==> config.mk <==
export PLATFORM = sky130hd
export DESIGN_NAME = cache_ctrl_wb
export DESIGN_NICKNAME = d
export VERILOG_FILES = /design/src/rtl/cache_ctrl_wb.sv
export SDC_FILE = /design/constraint.sdc
export NUM_CORES = 1
export LEC_CHECK = 0
export ABC_AREA = 1
export ABC_CLOCK_PERIOD_IN_PS = 3000
export CORE_ASPECT_RATIO = 0.8
export CORE_UTILIZATION = 56
export CTS_CLUSTER_SIZE = 12
export DETAILED_ROUTE_END_ITERATION = 6
export PLACE_DENSITY = 0.87
export SLEW_MARGIN = 40
export SYNTH_ARGS = -nofsm -noshare
export SYNTH_HDL_FRONTEND = slang
export SYNTH_SLANG_ARGS = --single-unit
==> constraint.sdc <==
create_clock -name clk -period 3 [get_ports clk]
set_input_delay 0.6 -clock clk [delete_from_list [all_inputs] [get_ports clk]]
set_output_delay 0.6 -clock clk [all_outputs]
set_load 0.02 [all_outputs]
==> src/rtl/cache_ctrl_wb.sv <==
// Write-back, write-allocate data-cache controller FSM with a configurable
// memory-latency down-counter, fill-then-merge byte stores and saturating stats.
module cache_ctrl_wb #(
  parameter int MEM_LATENCY = 4,
  parameter int CNT_W       = 16,
  parameter int LAT_W       = 8
) (
  input  logic             clk,
  input  logic             reset,
  input  logic [5:0]       opcode,
  input  logic             cache_hit,
  input  logic             cache_dirty,
  output logic             we_memory,
  output logic             we_cache,
  output logic             cache_input_type,
  output logic             memory_address_type,
  output logic             is_word,
  output logic             register_write,
  output logic             set_dirty,
  output logic             set_valid,
  output logic             pc_enable,
  output logic             busy,
  output logic [CNT_W-1:0] hit_count,
  output logic [CNT_W-1:0] miss_count,
  output logic [CNT_W-1:0] wb_count,
  output logic [2:0]       dbg_state
);

  localparam logic [5:0] OP_LW = 6'b100011;
  localparam logic [5:0] OP_SW = 6'b101011;
  localparam logic [5:0] OP_LB = 6'b100000;
  localparam logic [5:0] OP_SB = 6'b101000;
  localparam logic [LAT_W-1:0] LAT_RELOAD = LAT_W'(MEM_LATENCY - 1);

  typedef enum logic [2:0] {
    IDLE    = 3'd0,
    WB      = 3'd1,
    FILL    = 3'd2,
    FILL_WR = 3'd3,
    MERGE   = 3'd4,
    RESP    = 3'd5
  } state_t;

  state_t           state, state_n;
  logic [LAT_W-1:0] cnt, cnt_n;
  logic [5:0]       op_q, op_n;
  logic [5:0]       op;
  logic             is_mem, is_load;
  logic             hit_inc, miss_inc, wb_inc;

  assign dbg_state = state;

  // The live opcode only matters in IDLE; once a miss starts, op_q drives everything.
  assign op      = (state == IDLE) ? opcode : op_q;
  assign is_load = (op == OP_LW) || (op == OP_LB);
  assign is_mem  = is_load || (op == OP_SW) || (op == OP_SB);

  // Stall protocol: pc_enable=0 holds the PC/pipeline; the CPU re-presents nothing,
  // the controller completes the access from op_q and raises pc_enable when done.
  always_comb begin
    state_n             = state;
    cnt_n               = cnt;
    op_n                = op_q;
    hit_inc             = 1'b0;
    miss_inc            = 1'b0;
    wb_inc              = 1'b0;
    we_memory           = 1'b0;
    we_cache            = 1'b0;
    cache_input_type    = 1'b1;
    memory_address_type = 1'b0;
    is_word             = (op == OP_LW) || (op == OP_SW);
    register_write      = 1'b0;
    set_dirty           = 1'b0;
    set_valid           = 1'b0;
    pc_enable           = 1'b0;
    busy                = (state != IDLE);

    case (state)
      IDLE: begin
        if (!is_mem) begin
          pc_enable = 1'b1;
        end else if (cache_hit) begin
          hit_inc = 1'b1;
          pc_enable = 1'b1;
          if (is_load) begin
            register_write = 1'b1;
          end else begin
            we_cache  = 1'b1;
            set_dirty = 1'b1;
            set_valid = 1'b1;
          end
        end else if (cache_dirty) begin
          miss_inc            = 1'b1;
          wb_inc              = 1'b1;
          we_memory           = 1'b1;
          memory_address_type = 1'b1;
          op_n                = opcode;
          cnt_n               = LAT_RELOAD;
          state_n             = WB;
        end else if (op == OP_SW) begin
          // Full-word store over a clean line needs no fill.
          miss_inc  = 1'b1;
          we_cache  = 1'b1;
          set_dirty = 1'b1;
          set_valid = 1'b1;
          pc_enable = 1'b1;
        end else begin
          miss_inc = 1'b1;
          op_n     = opcode;
          cnt_n    = LAT_RELOAD;
          state_n  = FILL;
        end
      end
      WB: begin
        memory_address_type = 1'b1;
        if (cnt != '0) begin
          cnt_n = cnt - 1'b1;
        end else if (op_q == OP_SW) begin
          state_n = MERGE;
        end else begin
          cnt_n   = LAT_RELOAD;
          state_n = FILL;
        end
      end
      FILL: begin
        if (cnt != '0) cnt_n = cnt - 1'b1;
        else           state_n = FILL_WR;
      end
      FILL_WR: begin
        we_cache         = 1'b1;
        cache_input_type = 1'b0;
        is_word          = 1'b1;
        set_valid        = 1'b1;
        state_n          = (op_q == OP_SB) ? MERGE : RESP;
      end
      MERGE: begin
        we_cache  = 1'b1;
        set_dirty = 1'b1;
        set_valid = 1'b1;
        pc_enable = 1'b1;
        state_n   = IDLE;
      end
      RESP: begin
        register_write = 1'b1;
        pc_enable      = 1'b1;
        state_n        = IDLE;
      end
      default: state_n = IDLE;
    endcase

    // Reset silences every strobe so nothing is written in the reset cycle.
    if (reset) begin
      hit_inc             = 1'b0;
      miss_inc            = 1'b0;
      wb_inc              = 1'b0;
      we_memory           = 1'b0;
      we_cache            = 1'b0;
      cache_input_type    = 1'b0;
      memory_address_type = 1'b0;
      is_word             = 1'b0;
      register_write      = 1'b0;
      set_dirty           = 1'b0;
      set_valid           = 1'b0;
      pc_enable           = 1'b0;
      busy                = 1'b0;
    end
  end

  always_ff @(posedge clk) begin
    if (reset) begin
      state      <= IDLE;
      cnt        <= '0;
      op_q       <= '0;
      hit_count  <= '0;
      miss_count <= '0;
      wb_count   <= '0;
    end else begin
      state <= state_n;
      cnt   <= cnt_n;
      op_q  <= op_n;
      if (hit_inc && (hit_count != '1))   hit_count  <= hit_count + CNT_W'(1);
      if (miss_inc && (miss_count != '1)) miss_count <= miss_count + CNT_W'(1);
      if (wb_inc && (wb_count != '1))     wb_count   <= wb_count + CNT_W'(1);
    end
  end

endmodule

==> metrics.md <==
| Metric | Value |
|---|---|
| Status | complete, but fails checks |
| Violated checks | design-rule violations |
| Category of the most critical setup path | input port to primary output |
| Clock tree buffer depth | 2 |
| Critical path cell sequence | clkdlybuf4s50_1, nor3b_1, nand2_1, nand2_4, nand3_1, nand2_1, nand3_1, nand3_1, nand2_1, inv_1, clkbuf_2 |
| I/O pin total | 71 |
| Wire length of the first global-routing pass | 18550 um |
| IO buf count | 70 |
| Flip-flop cell with the highest count after synthesis | sky130_fd_sc_hd__dfxtp_1 |
| Final core utilization | 0.7391 |
| Critical path capture point type | primary output |
| Kind of start point of the critical path | input port |
| Post-Syn Instances | 644 |
| Reg2Reg Depth | 12 |
| Maximum Capacitance Violations | 0 |
| Antenna Violating Nets Remaining | 0 |
| Cell area after placement | 0.004957 sq mm |
| Reg-to-reg slack, setup | 790 ps |
| Setup-failing EPs final | 0 |
| Period utilisation layout | 0.9502 |
| Routed via count divided by cell count | 5.535 |
| End point of the worst hold path | op_q[4] |
| Maximum number of pins on one net before global-route repair | 39 |
| Clock sink total | 65 |
| Required time at the worst-slack endpoint | 2400 ps |
| CTS Hold Bufs | 0 |
| Number of stages on the worst hold path | 2 |
| DPL Wire Length | 7838 um |
| Synthesized flop and latch total | 65 |
| Synthesized Nets | 659 |
| Number of distinct library cells after synthesis | 34 |
| Start point of the worst min-delay path | op_q[4] |
| Htree depth | 3 |
| Arr. time, crit path | 2250 ps |
| Count of flip-flops with a built-in enable after synthesis | 0 |
| Non-Filler Cell Area, Final | 0.005169 sq mm |
| Synth warnings | 0 |
| Count of nets after finishing | 742 |
| Clock edge transition at the registers on the reported setup and hold paths | 70 ps |
| Met3 GRT Util | 0.06768 |
| Worst rel slew slack | 0.5806 |
| Die Outline Area | 0.007698 sq mm |
| Via count | 4533 |
| Die boundary height | 78.68 um |
| Antenna violations before repair | 0 |
| Class of the worst hold path | register to register |
| Dominant cell type by area after synthesis | sky130_fd_sc_hd__dfxtp_1 |
| Maximum clock frequency | 350.8 MHz |
| Max FO, Critical Path | 4 |
| Router iterations before antenna repair | 7 |
| Unrepaired setup endpoints after global routing | false |
| Stage delay of the slowest cell on the critical path | 470 ps |
| Global-route track usage on met1 | 0.3786 |
| Insertion delay to the later sink of the worst-skew pair | 360 ps |
| Share of flip-flops with an asynchronous set or reset after synthesis | 0 |
| Top cells by area in the synthesized netlist | sky130_fd_sc_hd__dfxtp_1, sky130_fd_sc_hd__nand2_1, sky130_fd_sc_hd__nor2_1 |
| Initial DRC Count | 369 |
| Post-synthesis to final-layout area growth | 25.60% |
| CTS buffer count | 9 |
| Placeable core region | 0.006993 sq mm |
| Area share of the largest cell type after synthesis | 0.3162 |
| Total global-route track usage | 0.2934 |
| Leftover overflow at the end of global routing | 0 |
| Max Transition Viols Final | 0 |
| X dimension of the die | 97.84 um |
| R2R Path End | hit_count[5] |
| Max IR drop VDD | 0.0004662 V |
| Detailed-route wire length | 10770 um |
| Actual transition at the worst max-transition pin | 629.1 ps |
| Slowest cell on crit path | sky130_fd_sc_hd__clkdlybuf4s50_1 |
| Post-route total power | 2.893 mW |
| Final Hold Vio Count | 0 |
| GRT Max-Usage Layer | met2 |
| Buffer type at the clock tree root | sky130_fd_sc_hd__clkbuf_8 |
| Leak | 2.148 nW |
| Share of final-layout standard cells stronger than drive strength 1 | 0.09016 |
| Average detailed-routed wire length per instance | 13.15 um |
| Netlist Area Pre-Place | 0.004115 sq mm |
| Initial Util | 0.5885 |
| TritonCTS clock tree | built |
| Power Density | 559.7 mW/mm^2 |
| Worst clock skew | 11.52 ps |
| Number of inserted diodes | 0 |
| Final routed DRC violation total | 10 |
| Site Rows | 27 |
| GR Layer Usage met2 | 0.4761 |
| Min Tclk post-route | 2851 ps |
| Via count of the first global-routing pass | 4197 |
| Sequential area share after synthesis | 0.3162 |
| Average cell area after synthesis | 6.390 sq um |
| Final RePlAce weighted congestion | 0.9382 |
| Beginning of the worst register-to-register path | dbg_state[0] |
-- logic make-up after synthesis --
group,count (synthesis),synth area share
AND/OR/NAND/NOR,388,0.4339
buffers and inverters,98,0.1003
flip-flops,65,0.3162
AO/OA/AOI/OAI,61,0.07692
XOR/XNOR,27,0.05746
adder cells (fa/ha/maj),5,0.01520
-- report_power, final --
part / switching [mW] / internal (mW) / total, mW
Clock: 0.377 / 0.493 / 0.870
Sequential: 0.0442 / 0.915 / 0.959
Combinational: 0.691 / 0.373 / 1.06
Total: 1.11 / 1.78 / 2.89
-- cells in the final DEF, fill, tap and decap left out, types with 7 or more instances in the layout --
master and count:
sky130_fd_sc_hd__a21oi_1 46, sky130_fd_sc_hd__buf_4 22, sky130_fd_sc_hd__clkbuf_8 10, sky130_fd_sc_hd__clkdlybuf4s50_1 61, sky130_fd_sc_hd__dfxtp_1 64, sky130_fd_sc_hd__inv_1 75, sky130_fd_sc_hd__nand2_1 169, sky130_fd_sc_hd__nand3_1 51
sky130_fd_sc_hd__nand3b_1 7, sky130_fd_sc_hd__nand4_1 30, sky130_fd_sc_hd__nor2_1 93, sky130_fd_sc_hd__nor3_1 14, sky130_fd_sc_hd__o21ai_0 11, sky130_fd_sc_hd__xor2_1 22
-- routing by layer --
| metal | up-vias | wire length, um |
|---|---|---|
| li1 | 2240 | - |
| met1 | 2087 | 4827 |
| met2 | 188 | 4986 |
| met3 | 18 | 830 |
| met4 | 0 | 127 |
| met5 | - | 0 |
-- repair_timing --
action | CTS | global route
resized for setup | 8 | 13
endpoints found under the setup margin | 7 | 6
pin swaps | 0 | 1
setup buffers | 0 | 1
gates cloned | 0 | 0
-- worst max-delay path by stage --
| stage | from | endpoint | cells after the start |
|---|---|---|---|
| after CTS | opcode[5] | set_valid | 11 |
| final | opcode[5] | set_valid | 11 |
| after global placement | opcode[5] | we_cache | 11 |
| after detailed placement | opcode[1] | set_valid | 13 |
| after global routing | opcode[5] | we_cache | 11 |
| after floorplan | dbg_state[2] | pc_enable | 11 |
-- cell type report --
cell class / count / area, sq um
Sequential cell: 65 / 1303
Timing Repair Buffer: 92 / 835.8
Fill cell: 581 / 1824
Clock inverter: 6 / 90.09
Tap cell: 87 / 108.9
Clock buffer: 10 / 137.6
Multi-Input combinational cell: 481 / 2401
Inverter: 78 / 292.8
-- synth_stat cells, types with 2 or more instances --
library cell                 n
sky130_fd_sc_hd__inv_1      75
sky130_fd_sc_hd__o21ai_0    11
sky130_fd_sc_hd__a21oi_1    46
sky130_fd_sc_hd__nor2_1     93
sky130_fd_sc_hd__xnor2_1     5
sky130_fd_sc_hd__dfxtp_1    65
sky130_fd_sc_hd__nand4_1    30
sky130_fd_sc_hd__clkbuf_1   10
sky130_fd_sc_hd__nor2_2      2
sky130_fd_sc_hd__inv_2       3
sky130_fd_sc_hd__nand3_1    51
sky130_fd_sc_hd__ha_1        5
sky130_fd_sc_hd__xor2_1     22
sky130_fd_sc_hd__nand2_4     3
sky130_fd_sc_hd__buf_4       6
sky130_fd_sc_hd__nand3b_1    7
sky130_fd_sc_hd__nand2_1   169
sky130_fd_sc_hd__nand3_2     3
sky130_fd_sc_hd__buf_6       3
sky130_fd_sc_hd__nor4_1      4
sky130_fd_sc_hd__nor3_1     14
sky130_fd_sc_hd__nor2_4      5
-- per-stage QoR --
step,setup WS [ps],instances,hold slack [ps],setup TNS [ps]
after global placement,-188.4,802,427.3,-840.6
after floorplan,499.0,644,419.4,0
after global routing,10.89,819,462.7,0
after CTS,31.62,818,450.9,0
final,149.4,819,452.5,0
after detailed placement,-244.6,802,437.6,-1143
-- critical path, delay by kind of cell --
family / cells / cell delay [ps]
simple gates: 8 / 930
buf+inv: 3 / 710
-- sequential cells by signal (all words and copies together) (netlist names) --
signal	count
dbg_state	3
op_q	6
wb_count	16
cnt	8
miss_count	16
hit_count	16
No activity file was read; power rests on OpenSTA's default activity.
